## src/rtl/cnn_pkg.sv

```systemverilog
// Shared CNN datapath types and sizing helpers.
package cnn_pkg;
  localparam int DATA_WIDTH_DEF = 8;
  localparam int IMG_WIDTH_DEF  = 16;
  localparam int IMG_HEIGHT_DEF = 16;

  typedef logic [DATA_WIDTH_DEF-1:0] pixel_t;

  localparam int COL_W = $clog2(IMG_WIDTH_DEF);
  localparam int ROW_W = $clog2(IMG_HEIGHT_DEF);

  // Counter width for a 0..n-1 range; never narrower than one bit.
  function automatic int cnt_w(input int n);
    return (n > 2) ? $clog2(n) : 1;
  endfunction
endpackage

```

## src/rtl/pool_line_buffer.sv

```systemverilog
// One-row pixel store: one synchronous write port, two combinational read ports.
module pool_line_buffer
  import cnn_pkg::*;
#(
  parameter int DATA_WIDTH = DATA_WIDTH_DEF,
  parameter int DEPTH      = IMG_WIDTH_DEF,
  parameter int ADDR_W     = cnt_w(DEPTH)
) (
  input  logic                  clk,
  input  logic                  wr_en,
  input  logic [ADDR_W-1:0]     wr_addr,
  input  logic [DATA_WIDTH-1:0] wr_data,
  input  logic [ADDR_W-1:0]     rd_addr_a,
  output logic [DATA_WIDTH-1:0] rd_data_a,
  input  logic [ADDR_W-1:0]     rd_addr_b,
  output logic [DATA_WIDTH-1:0] rd_data_b
);
  logic [DATA_WIDTH-1:0] mem_q [DEPTH];

  // Contents are don't-care after reset, so no reset branch.
  always_ff @(posedge clk) begin
    if (wr_en) mem_q[wr_addr] <= wr_data;
  end

  assign rd_data_a = mem_q[rd_addr_a];
  assign rd_data_b = mem_q[rd_addr_b];
endmodule

```

## src/rtl/pool_window_gen.sv

```systemverilog
// Raster-order pixel stream to non-overlapping 2x2 windows (stride 2), one registered
// strobe per window; floor semantics for odd dimensions.
module pool_window_gen
  import cnn_pkg::*;
#(
  parameter int DATA_WIDTH = DATA_WIDTH_DEF,
  parameter int IMG_WIDTH  = IMG_WIDTH_DEF,
  parameter int IMG_HEIGHT = IMG_HEIGHT_DEF
) (
  input  logic                  clk,
  input  logic                  rst,
  input  logic                  in_valid,
  input  logic [DATA_WIDTH-1:0] in_data,
  output logic                  out_valid,
  output logic [DATA_WIDTH-1:0] win_tl,
  output logic [DATA_WIDTH-1:0] win_tr,
  output logic [DATA_WIDTH-1:0] win_bl,
  output logic [DATA_WIDTH-1:0] win_br,
  output logic                  frame_done
);
  localparam int CW = cnt_w(IMG_WIDTH);
  localparam int RW = cnt_w(IMG_HEIGHT);
  localparam logic [CW-1:0] COL_LAST     = CW'(IMG_WIDTH - 1);
  localparam logic [RW-1:0] ROW_LAST     = RW'(IMG_HEIGHT - 1);
  // Bottom-right coordinates of the final window, rounded down to even dimensions.
  localparam logic [CW-1:0] LAST_WIN_COL = CW'((IMG_WIDTH / 2) * 2 - 1);
  localparam logic [RW-1:0] LAST_WIN_ROW = RW'((IMG_HEIGHT / 2) * 2 - 1);

  logic [CW-1:0]         col_q, col_d;
  logic [RW-1:0]         row_q, row_d;
  logic [DATA_WIDTH-1:0] bl_hold_q, bl_hold_d;
  logic                  out_valid_q, out_valid_d;
  logic                  frame_done_q, frame_done_d;
  logic [DATA_WIDTH-1:0] win_tl_q, win_tl_d, win_tr_q, win_tr_d;
  logic [DATA_WIDTH-1:0] win_bl_q, win_bl_d, win_br_q, win_br_d;

  logic                  buf_wr_en;
  logic [CW-1:0]         rd_addr_left;
  logic [DATA_WIDTH-1:0] rd_left, rd_right;
  logic                  emit;

  assign buf_wr_en    = in_valid & ~row_q[0];
  assign emit         = in_valid & row_q[0] & col_q[0];
  assign rd_addr_left = col_q - CW'(1);

  pool_line_buffer #(
    .DATA_WIDTH (DATA_WIDTH),
    .DEPTH      (IMG_WIDTH),
    .ADDR_W     (CW)
  ) u_line_buf (
    .clk       (clk),
    .wr_en     (buf_wr_en),
    .wr_addr   (col_q),
    .wr_data   (in_data),
    .rd_addr_a (rd_addr_left),
    .rd_data_a (rd_left),
    .rd_addr_b (col_q),
    .rd_data_b (rd_right)
  );

  always_comb begin
    col_d        = col_q;
    row_d        = row_q;
    bl_hold_d    = bl_hold_q;
    out_valid_d  = 1'b0;
    frame_done_d = 1'b0;
    win_tl_d     = win_tl_q;
    win_tr_d     = win_tr_q;
    win_bl_d     = win_bl_q;
    win_br_d     = win_br_q;
    if (in_valid) begin
      if (col_q == COL_LAST) begin
        col_d = '0;
        row_d = (row_q == ROW_LAST) ? '0 : row_q + RW'(1);
      end else begin
        col_d = col_q + CW'(1);
      end
      if (row_q[0] && !col_q[0]) bl_hold_d = in_data;
    end
    if (emit) begin
      out_valid_d  = 1'b1;
      frame_done_d = (row_q == LAST_WIN_ROW) && (col_q == LAST_WIN_COL);
      win_tl_d     = rd_left;
      win_tr_d     = rd_right;
      win_bl_d     = bl_hold_q;
      win_br_d     = in_data;
    end
  end

  always_ff @(posedge clk or posedge rst) begin
    if (rst) begin
      col_q        <= '0;
      row_q        <= '0;
      bl_hold_q    <= '0;
      out_valid_q  <= 1'b0;
      frame_done_q <= 1'b0;
      win_tl_q     <= '0;
      win_tr_q     <= '0;
      win_bl_q     <= '0;
      win_br_q     <= '0;
    end else begin
      col_q        <= col_d;
      row_q        <= row_d;
      bl_hold_q    <= bl_hold_d;
      out_valid_q  <= out_valid_d;
      frame_done_q <= frame_done_d;
      win_tl_q     <= win_tl_d;
      win_tr_q     <= win_tr_d;
      win_bl_q     <= win_bl_d;
      win_br_q     <= win_br_d;
    end
  end

  assign out_valid  = out_valid_q;
  assign frame_done = frame_done_q;
  assign win_tl     = win_tl_q;
  assign win_tr     = win_tr_q;
  assign win_bl     = win_bl_q;
  assign win_br     = win_br_q;
endmodule
```

## config.mk

```make
export PLATFORM = sky130hd
export DESIGN_NAME = pool_window_gen
export DESIGN_NICKNAME = d
export VERILOG_FILES = /design/src/rtl/cnn_pkg.sv /design/src/rtl/pool_line_buffer.sv /design/src/rtl/pool_window_gen.sv
export SDC_FILE = /design/constraint.sdc
export NUM_CORES = 1
export LEC_CHECK = 0
export ABC_AREA = 1
export CORE_ASPECT_RATIO = 0.9
export CORE_UTILIZATION = 30
export CTS_BUF_LIST = sky130_fd_sc_hd__clkbuf_4 sky130_fd_sc_hd__clkbuf_8
export DETAILED_ROUTE_END_ITERATION = 12
export PLACE_DENSITY = 0.54
export SYNTH_ARGS = -nofsm -noshare
export SYNTH_HDL_FRONTEND = slang
export SYNTH_SLANG_ARGS = --single-unit
```

## constraint.sdc

```tcl
create_clock -name clk -period 2.2 [get_ports clk]
set_input_delay 0.33 -clock clk [delete_from_list [all_inputs] [get_ports clk]]
set_output_delay 0.33 -clock clk [all_outputs]
set_load 0.02 [all_outputs]
```

==> run summary, run 1 <==
cell breakdown of the critical path: buf_16 > ha_1 > nand2_1 > nor2_1 > buf_4
Detailed Place HPWL: 17.1 mm
crit path kind: register to register
Final setup viols: 0
cts bufs inserted: 17
height of the die: 166 µm
final weighted congestion in routability-driven placement: 0.853
Vias/cell: 4.66
average cell area after synthesis: 8.49 µm²
number of nets with antenna violations after detailed routing: 0
Relative slew margins: 41.5%
top cells by area, synth: sky130_fd_sc_hd__edfxtp_1, sky130_fd_sc_hd__nand2_1, sky130_fd_sc_hd__dfrtp_1
vias in the first global route: 6744
compound-gate portion of the synthesized area: 2.75%
cell leakage power: 4.74 nW
# clock sinks: 178
count of inserted antenna diode cells: 0
Post-synth ARST share: 28.1%
critical path data required time: 2.38 ns
Post-Syn Instances: 1056
Hold Violations, Final: 0
source-to-sink clock delay at the later pin of the worst-skew pair: 0.46 ns
Reg clk slew, reported paths: 0.10 ns
f_max: 469 MHz
number of detailed-routing iterations run before antenna repair: 5
number of violations of the max-capacitance limit: 0
Vias: 7100
quantity of I/O buffers inserted on ports: 44
final worst-path cycle share: 96.9%
Total GRT Usage: 17.3%
growth of design area from synthesis to finish: 16.4%
area of the multi-input gates: 0.00301 mm²
sum of negative setup slack: 0 ns
maximum resistive drop on vdd: 726 µV
num ports: 45
gr ovfl total: 0
cell at the slowest stage of the critical path: sky130_fd_sc_hd__dfrtp_4
wire length of the first global-routing pass: 39.7 mm
share of layout cells above drive strength 1: 9.49%
number of pins with negative max-slew slack in the final report: 0
main combinational cell family by area after synthesis: simple AND/OR/NAND/NOR gates
routed wire length: 25.4 mm
Final Skew: 0.0124 ns
Simple-Gate Fraction of Synth Area: 29.2%
proportion of netlist area held by the largest area contributor: 42.9%
run status: finished clean
floorplan row count: 59
RSZ-0062 raised after global routing: no
H-tree depth reported by CTS: 4
most common flop cell mapped by yosys: sky130_fd_sc_hd__edfxtp_1
Hold/Removal Path Class: input pin to async pin
maximum number of pins on one net before global-route repair: 153
number of distinct library cells after synthesis: 29
final worst slack: 0.0689 ns
sort of element at the end of the critical path: register
multiplexer share of the synthesized area: 0%
count of state elements after synthesis: 178
post-synthesis share of cell area spent on full adders, half adders and majority gates: 0.977%
final worst path period need: 2.13 ns
highest fanout seen on the critical path: 152
startpoint kind of the worst setup timing path: register
count of flip-flops with a built-in enable after synthesis: 128
cell type group with the largest total delay on the critical path: buffers and inverters
Core Area: 0.0292 mm²
# hold bufs at CTS: 0
maximum count of clock buffers along a single path: 2
cell taking the most area after synthesis: sky130_fd_sc_hd__edfxtp_1
average wire per standard cell: 16.7 µm
nets in the synthesized netlist: 1074
largest incremental delay on the critical path: 0.46 ns
P per Cell Area: 1290 mW/mm²
die area: 0.0306 mm²
Die X-Extent: 184 µm
sequential area share after synthesis: 56.8%
fraction of synthesized cell area in xor and xnor cells: 0.461%
antenna violations before repair: 0
worst path arrival time: 2.31 ns
layout filler cell count: 2967
post-placement setup slack: 0.0758 ns
Worst Path Buf+Inv: 2
netlist area before placement: 0.00897 mm²
CTS tree: built
initial drt markers: 738
fin nets: 1132
setup slack on the worst flop-to-flop path: 0.07 ns
initial core utilization: 30.7%
combined flip-flop and latch cell area: 0.00510 mm²
post-route worst hold slack: 0.0996 ns
Synth warnings: 0
Worst Tran Pin Value: 0.873 ns
Clock Tree Root: sky130_fd_sc_hd__clkbuf_8
number of DRC violations after detailed routing: 0
[routing by layer]
layer  track usage (%)  part of all wire [%]
met1              25.3                    48
met4              4.71                   1.5
met3              3.82                   7.2
met5                 0                     0
met2              25.6                    43
[kinds of logic after synthesis]
family | count (synthesis)
and+or+nand+nor | 625
AOI/OAI and AO/OA | 41
xor gates and xnor gates | 3
DFF | 178
adders and majority gates | 7
buffers and inverters | 202
[synthesized netlist by cell type (all sizes together) (2+ instances only)]
cell	count
nand2	402
nand3	172
inv	147
edfxtp	128
dfrtp	50
buf	45
nor2	38
o21ai	22
o211ai	16
clkbuf	10
or2	8
ha	7
nor3	3
a21oi	2
xor2	2
[worst paths after layout]
kind | start | endpoint | cells after the start
setup reg to reg | col_q[0] | u_line_buf.mem_q[13][0] | 5
max in group asynchronous | rst | col_q[0] | 3
hold / removal | rst | win_tr[4] | 2
min in group clk | win_bl[7] | win_bl[7] | 2
hold reg to reg | win_bl[7] | win_bl[7] | 2
setup / recovery | col_q[0] | u_line_buf.mem_q[13][0] | 5
[repair_timing]
| item | 4_1_cts | 5_1_grt |
|---|---|---|
| endpoints found under the setup margin | 0 | 25 |
| gates resized for setup | 0 | 3 |
| buffers inserted | 0 | 0 |
[area by class of cell]
class / instances / area share, %
Tap cell: 396 / 4.75
Timing Repair Buffer: 94 / 8.37
Inverter: 147 / 5.31
Sequential cell: 178 / 48.9
Clock buffer: 17 / 2.24
Clock inverter: 15 / 1.61
Multi-Input combinational cell: 676 / 28.8
[state kept, by name (all words and copies together) (netlist names)]
| name | count |
|---|---|
| out_valid | 1 |
| win_bl | 8 |
| win_tr | 8 |
| frame_done | 1 |
| col_q | 4 |
| row_q | 4 |
| win_tl | 8 |
| win_br | 8 |
| u_line_buf.mem_q | 128 |
| bl_hold_q | 8 |
[metrics by stage]
stage          util (%)  instance area [µm²]  cells  total power [W]
3_3_place_gp       34.3                10000   1491           0.0110
4_1_cts            35.7                10400   1523           0.0134
6_report           35.8                10400   1523           0.0134
2_1_floorplan         -                 8970   1056          0.00862
3_5_place_dp       34.3                10000   1491           0.0110
5_1_grt            35.8                10400   1523           0.0143
[where the power goes]
part           internal (W)  total [W]  switching [W]
clock network       0.00105    0.00238        0.00133
logic               0.00223    0.00652        0.00429
registers           0.00414    0.00451       0.000368
[cell usage in the layout (no fill, tap or decap), types with 2 or more instances in the layout]
cell and count:
sky130_fd_sc_hd__o211ai_1 16, sky130_fd_sc_hd__dfrtp_1 49, sky130_fd_sc_hd__nor2_1 36, sky130_fd_sc_hd__buf_12 3
sky130_fd_sc_hd__clkbuf_8 17, sky130_fd_sc_hd__nand3_2 3, sky130_fd_sc_hd__buf_4 46, sky130_fd_sc_hd__nor2_2 2
sky130_fd_sc_hd__o21ai_0 12, sky130_fd_sc_hd__edfxtp_1 128, sky130_fd_sc_hd__ha_1 6, sky130_fd_sc_hd__nor3_1 2
sky130_fd_sc_hd__nand2_1 402, sky130_fd_sc_hd__a21oi_1 2, sky130_fd_sc_hd__clkdlybuf4s50_1 44, sky130_fd_sc_hd__or2_2 8
sky130_fd_sc_hd__o21ai_1 10, sky130_fd_sc_hd__inv_1 140, sky130_fd_sc_hd__inv_4 4, sky130_fd_sc_hd__inv_8 2
sky130_fd_sc_hd__inv_2 6, sky130_fd_sc_hd__bufinv_16 2, sky130_fd_sc_hd__nand3_1 169, sky130_fd_sc_hd__inv_6 7
(Power assumes the default switching activity.)
==> run 2, diff against run 1 <==
--- a/config.mk
+++ b/config.mk
@@ -7,10 +7,10 @@
 export LEC_CHECK = 0
 export ABC_AREA = 1
 export CORE_ASPECT_RATIO = 0.9
-export CORE_UTILIZATION = 30
+export CORE_UTILIZATION = 45
 export CTS_BUF_LIST = sky130_fd_sc_hd__clkbuf_4 sky130_fd_sc_hd__clkbuf_8
 export DETAILED_ROUTE_END_ITERATION = 12
-export PLACE_DENSITY = 0.54
+export PLACE_DENSITY = 0.72
 export SYNTH_ARGS = -nofsm -noshare
 export SYNTH_HDL_FRONTEND = slang
 export SYNTH_SLANG_ARGS = --single-unit
==> run summary, run 2 (synthesized netlist as in run 1, its figures left out) <==
# clock sinks: 178 (unchanged)
source-to-sink clock delay at the later pin of the worst-skew pair: 0.48 ns (was 0.46 ns)
area of the multi-input gates: 0.00301 mm² (unchanged)
die area: 0.0205 mm² (was 0.0306 mm²)
quantity of I/O buffers inserted on ports: 44 (unchanged)
Die X-Extent: 151 µm (was 184 µm)
maximum resistive drop on vdd: 712 µV (was 726 µV)
Final setup viols: 0 (unchanged)
combined flip-flop and latch cell area: 0.00510 mm² (unchanged)
H-tree depth reported by CTS: 4 (unchanged)
cell type group with the largest total delay on the critical path: buffers and inverters (unchanged)
initial drt markers: 859 (was 738)
f_max: 483 MHz (was 469 MHz)
path depth of the worst reg2reg path: 6 (was 5)
routed wire length: 23.1 mm (was 25.4 mm)
RR Endpoint: u_line_buf.mem_q[10][4] (was u_line_buf.mem_q[13][0])
cts bufs inserted: 17 (unchanged)
reg2reg start: col_q[0] (unchanged)
antenna violations before repair: 0 (unchanged)
Met3 Routed Length: 2.40 mm (was 1.82 mm)
post-cts sizing count: 0 (unchanged)
cell at the slowest stage of the critical path: sky130_fd_sc_hd__dfrtp_4 (unchanged)
post-route worst hold slack: 0.129 ns (was 0.0996 ns)
Hold Violations, Final: 0 (unchanged)
layout filler cell count: 1723 (was 2967)
cell leakage power: 4.78 nW (was 4.74 nW)
maximum number of pins on one net before global-route repair: 153 (unchanged)
height of the die: 136 µm (was 166 µm)
post-place instance area: 0.00990 mm² (was 0.0100 mm²)
num ports: 45 (unchanged)
cell breakdown of the critical path: inv_4 > buf_4 > ha_1 > nand2_1 > nor2_1 > buf_4 (was buf_16 > ha_1 > nand2_1 > nor2_1 > buf_4)
Hold/Removal Path Class: input pin to async pin (unchanged)
wire length of the first global-routing pass: 36.3 mm (was 39.7 mm)
fin nets: 1137 (was 1132)
maximum count of clock buffers along a single path: 2 (unchanged)
growth of design area from synthesis to finish: 15.1% (was 16.4%)
worst path arrival time: 2.26 ns (was 2.31 ns)
startpoint kind of the worst setup timing path: register (unchanged)
Relative slew margins: 47.7% (was 41.5%)
number of detailed-routing iterations run before antenna repair: 8 (was 5)
RSZ-0062 raised after global routing: no (unchanged)
gr ovfl total: 0 (unchanged)
Metal-1 WL: 10.1 mm (was 12.2 mm)
vias in the first global route: 6620 (was 6744)
Most common cell on crit path: sky130_fd_sc_hd__buf_4
Worst Tran Pin Value: 0.780 ns (was 0.873 ns)
largest incremental delay on the critical path: 0.53 ns (was 0.46 ns)
number of violations of the max-capacitance limit: 0 (unchanged)
number of pins with negative max-slew slack in the final report: 0 (unchanged)
max layer used: met4 (unchanged)
Clock Tree Root: sky130_fd_sc_hd__clkbuf_8 (unchanged)
Reg clk slew, reported paths: 0.11 ns (was 0.10 ns)
final worst slack: 0.131 ns (was 0.0689 ns)
Worst Path Buf+Inv: 3 (was 2)
Vias: 7190 (was 7100)
count of cell instances traversed by the critical path: 6 (was 5)
floorplan row count: 48 (was 59)
Detailed Place HPWL: 16.1 mm (was 17.1 mm)
Total GRT Usage: 24.0% (was 17.3%)
number of nets with antenna violations after detailed routing: 0 (unchanged)
final weighted congestion in routability-driven placement: 0.980 (was 0.853)
run status: finished clean (unchanged)
average wire per standard cell: 16.7 µm (about the same)
flip-flop count of the largest register, all copies and words added: 128 (unchanged)
critical path data required time: 2.39 ns (was 2.38 ns)
Final Skew: 0.0173 ns (was 0.0124 ns)
final worst path period need: 2.07 ns (was 2.13 ns)
sort of element at the end of the critical path: register (unchanged)
final worst-path cycle share: 94.1% (was 96.9%)
# hold bufs at CTS: 0 (unchanged)
share of layout cells above drive strength 1: 9.81% (was 9.49%)
highest-count cells in the layout ignoring fill and taps: sky130_fd_sc_hd__nand2_1, sky130_fd_sc_hd__nand3_1, sky130_fd_sc_hd__inv_1 (unchanged)
final design instance area without fill: 0.0103 mm² (was 0.0104 mm²)
count of inserted antenna diode cells: 0 (unchanged)
Vias/cell: 5.20 (was 4.66)
post-placement setup slack: 0.115 ns (was 0.0758 ns)
highest fanout seen on the critical path: 40 (was 152)
initial core utilization: 46.4% (was 30.7%)
number of DRC violations after detailed routing: 0 (unchanged)
register with the most flip-flops: u_line_buf.mem_q (unchanged)
most frequent standard cell in the layout excluding fill and tap cells: sky130_fd_sc_hd__nand2_1 (unchanged)
Core Area: 0.0193 mm² (was 0.0292 mm²)
crit path kind: register to register (unchanged)
setup slack on the worst flop-to-flop path: 0.13 ns (was 0.07 ns)
Met2 Routed Length: 9.97 mm (was 11.0 mm)
P per Cell Area: 1280 mW/mm² (was 1290 mW/mm²)
CTS tree: built (unchanged)
sum of negative setup slack: 0 ns (unchanged)
number of post-CTS setup repair buffers: 0 (unchanged)
## run 2: layout make-up
cell class,instances,share of cell area (%)
Multi-Input combinational cell,676,29.1
Inverter,147,5.37
Clock buffer,17,2.27
Clock inverter,15,1.61
Timing Repair Buffer,99,9.19
Tap cell,250,3.03
Sequential cell,178,49.4
## run 2: metal layers
metal,track usage (%),up-vias
met5,0,-
met4,9.28,0
met3,7.35,39
met2,35.0,354
met1,33.4,3309
li1,-,3488
## run 2: worst max-delay path by stage
stage              from                       to  slack [ns]
5_1_grt        col_q[0]                win_tl[1]        0.03
3_5_place_dp   col_q[0]  u_line_buf.mem_q[15][2]        0.12
6_report       col_q[0]  u_line_buf.mem_q[10][4]        0.13
2_1_floorplan  col_q[0]                win_tl[0]        0.11
3_3_place_gp   col_q[0]   u_line_buf.mem_q[7][4]        0.14
4_1_cts        col_q[0]  u_line_buf.mem_q[11][3]        0.08
## run 2: report_power, final
group	internal [W]	total [W]	switching (W)
Combinational	0.00229	0.00634	0.00406
Sequential	0.00414	0.00449	0.000350
Clock	0.00104	0.00233	0.00128
## run 2: metrics by stage
step	total power, W	util, %	cells
after global routing	0.0140	53.4	1382
after floorplan	0.00862	-	1056
after global placement	0.0107	51.2	1350
after CTS	0.0131	53.3	1382
after detailed placement	0.0108	51.2	1350
final	0.0132	53.4	1382
==> run 3, diff against run 2 <==
--- a/config.mk
+++ b/config.mk
@@ -6,10 +6,12 @@
 export NUM_CORES = 1
 export LEC_CHECK = 0
 export ABC_AREA = 1
+export ABC_CLOCK_PERIOD_IN_PS = 2200
 export CORE_ASPECT_RATIO = 0.9
 export CORE_UTILIZATION = 45
 export CTS_BUF_LIST = sky130_fd_sc_hd__clkbuf_4 sky130_fd_sc_hd__clkbuf_8
 export DETAILED_ROUTE_END_ITERATION = 12
+export GPL_ROUTABILITY_DRIVEN = 0
 export PLACE_DENSITY = 0.72
 export SYNTH_ARGS = -nofsm -noshare
 export SYNTH_HDL_FRONTEND = slang
==> run summary, run 3 (synthesized netlist as in run 1, its figures left out) <==
quantity of I/O buffers inserted on ports: 44 (unchanged)
highest fanout seen on the critical path: 152 (was 40)
Final Total Pwr: 0.0131 W (was 0.0132 W)
initial drt markers: 996 (was 859)
Metal-1 WL: 10.5 mm (was 10.1 mm)
share of layout cells above drive strength 1: 9.89% (was 9.81%)
highest-count cells in the layout ignoring fill and taps: sky130_fd_sc_hd__nand2_1, sky130_fd_sc_hd__nand3_1, sky130_fd_sc_hd__inv_1 (unchanged)
cell breakdown of the critical path: buf_16 > ha_2 > nand2_1 > nor2_1 > buf_4 (was inv_4 > buf_4 > ha_1 > nand2_1 > nor2_1 > buf_4)
final worst-path cycle share: 96.8% (was 94.1%)
number of detailed-routing iterations run before antenna repair: 6 (was 8)
Relative slew margins: 40.9% (was 47.7%)
final worst slack: 0.0713 ns (was 0.131 ns)
Core Area: 0.0193 mm² (unchanged)
post-cts sizing count: 0 (unchanged)
antenna violations before repair: 0 (unchanged)
routed wire length: 23.7 mm (was 23.1 mm)
Worst Path Buf+Inv: 2 (was 3)
growth of design area from synthesis to finish: 14.8% (was 15.1%)
critical path data required time: 2.40 ns (was 2.39 ns)
path depth of the worst reg2reg path: 5 (was 6)
die area: 0.0205 mm² (unchanged)
number of DRC violations after detailed routing: 0 (unchanged)
largest incremental delay on the critical path: 0.47 ns (was 0.53 ns)
Total GRT Usage: 24.2% (was 24.0%)
Reg clk slew, reported paths: 0.11 ns (about the same)
fin nets: 1137 (unchanged)
Vias: 7322 (was 7190)
reg2reg start: col_q[0] (unchanged)
max layer used: met4 (unchanged)
Hold Violations, Final: 0 (unchanged)
sort of element at the end of the critical path: register (unchanged)
count of inserted antenna diode cells: 0 (unchanged)
maximum resistive drop on vdd: 722 µV (was 712 µV)
wire length of the first global-routing pass: 36.5 mm (was 36.3 mm)
setup slack on the worst flop-to-flop path: 0.07 ns (was 0.13 ns)
H-tree depth reported by CTS: 4 (unchanged)
post-placement setup slack: 0.0750 ns (was 0.115 ns)
RR Endpoint: u_line_buf.mem_q[7][2] (was u_line_buf.mem_q[10][4])
Final Skew: 0.0217 ns (was 0.0173 ns)
source-to-sink clock delay at the later pin of the worst-skew pair: 0.49 ns (was 0.48 ns)
cell type group with the largest total delay on the critical path: buffers and inverters (unchanged)
RSZ-0062 raised after global routing: yes (was no)
Worst Tran Pin Value: 0.882 ns (was 0.780 ns)
# clock sinks: 178 (unchanged)
Hold/Removal Path Class: input pin to async pin (unchanged)
number of violations of the max-capacitance limit: 0 (unchanged)
Met2 Routed Length: 10.4 mm (was 9.97 mm)
f_max: 470 MHz (was 483 MHz)
flip-flop count of the largest register, all copies and words added: 128 (unchanged)
maximum count of clock buffers along a single path: 2 (unchanged)
maximum number of pins on one net before global-route repair: 153 (unchanged)
count of placed standard cells in the final layout, fillers left out: 1382 (unchanged)
register with the most flip-flops: u_line_buf.mem_q (unchanged)
floorplan row count: 48 (unchanged)
cell at the slowest stage of the critical path: sky130_fd_sc_hd__dfrtp_4 (unchanged)
number of nets with antenna violations after detailed routing: 0 (unchanged)
initial core utilization: 46.4% (unchanged)
# hold bufs at CTS: 0 (unchanged)
run status: finished clean (unchanged)
Detailed Place HPWL: 16.2 mm (was 16.1 mm)
number of post-CTS setup repair buffers: 0 (unchanged)
cell leakage power: 4.76 nW (was 4.78 nW)
vias in the first global route: 6612 (was 6620)
Final setup viols: 0 (unchanged)
Vias/cell: 5.30 (was 5.20)
CTS tree: built (unchanged)
Clock Tree Root: sky130_fd_sc_hd__clkbuf_8 (unchanged)
height of the die: 136 µm (unchanged)
final worst path period need: 2.13 ns (was 2.07 ns)
gr ovfl total: 0 (unchanged)
Die X-Extent: 151 µm (unchanged)
crit path kind: register to register (unchanged)
P per Cell Area: 1270 mW/mm² (was 1280 mW/mm²)
num ports: 45 (unchanged)
worst path arrival time: 2.33 ns (was 2.26 ns)
startpoint kind of the worst setup timing path: register (unchanged)
number of pins with negative max-slew slack in the final report: 0 (unchanged)
cts bufs inserted: 17 (unchanged)
layout filler cell count: 1754 (was 1723)
average wire per standard cell: 17.1 µm (was 16.7 µm)
Met3 Routed Length: 2.30 mm (was 2.40 mm)
dpl cells: 1349 (was 1350)
most frequent standard cell in the layout excluding fill and tap cells: sky130_fd_sc_hd__nand2_1 (unchanged)
==> run 3: cell count changes in the layout (fill, tap and decap cells not counted), moves of 2 or more <==
cell	previous run	this run
sky130_fd_sc_hd__bufinv_16	2	0
sky130_fd_sc_hd__buf_12	6	2
sky130_fd_sc_hd__clkinv_4	0	2
sky130_fd_sc_hd__buf_16	1	3
==> run 3: worst register-to-register path, delay by kind of cell (launching register included) <==
kind,cells,cell delay [ns]
flops,1,0.47
buf+inv,2,0.57
fa+ha+maj,1,0.43
simple gates,2,0.38
==> run 3: per-layer routing <==
layer | vias to the layer above | track usage (%)
met1 | 3419 | 34.8
met4 | 0 | 7.06
met3 | 34 | 6.24
met5 | - | 0
li1 | 3493 | -
met2 | 376 | 35.8
==> run 3: layout make-up <==
| cell class | instances | area, µm² | area share, % |
|---|---|---|---|
| sequential | 178 | 5100 | 49.5 |
| multi-input combinational | 676 | 3000 | 29.1 |
| timing repair buffer | 99 | 960 | 9.32 |
| inverter | 147 | 554 | 5.38 |
| tap | 250 | 313 | 3.04 |
| clock buffer | 17 | 234 | 2.27 |
| clock inverter | 15 | 135 | 1.31 |
==> run 3: where the power goes <==
group | switching (W) | internal (W) | total, W
clock network | 0.00134 | 0.000836 | 0.00218
registers | 0.000371 | 0.00414 | 0.00451
logic | 0.00406 | 0.00232 | 0.00638
total | 0.00578 | 0.00730 | 0.0131
==> run 3: worst max-delay path by stage <==
stage / startpoint / end / slack [ns] / cells past startpoint
2_1_floorplan: col_q[0] / win_tl[0] / 0.11 / 14
3_3_place_gp: col_q[0] / u_line_buf.mem_q[3][2] / 0.10 / 5
3_5_place_dp: col_q[0] / u_line_buf.mem_q[7][2] / 0.07 / 5
4_1_cts: col_q[0] / u_line_buf.mem_q[7][1] / 0.05 / 5
5_1_grt: col_q[0] / u_line_buf.mem_q[7][2] / -0.003 / 5
6_report: col_q[0] / u_line_buf.mem_q[7][2] / 0.07 / 5
==> run 3: stage by stage <==
stage	TNS (ns)	utilization [%]	hold WS, ns	cell area, µm²
finish	0	53.2	0.188	10300
global route	-0.00897	53.2	0.212	10300
CTS	0	53.0	0.182	10200
detailed placement	0	51.0	0.459	9870
global placement	0	51.0	0.453	9870
floorplan	0	-	0.429	8970
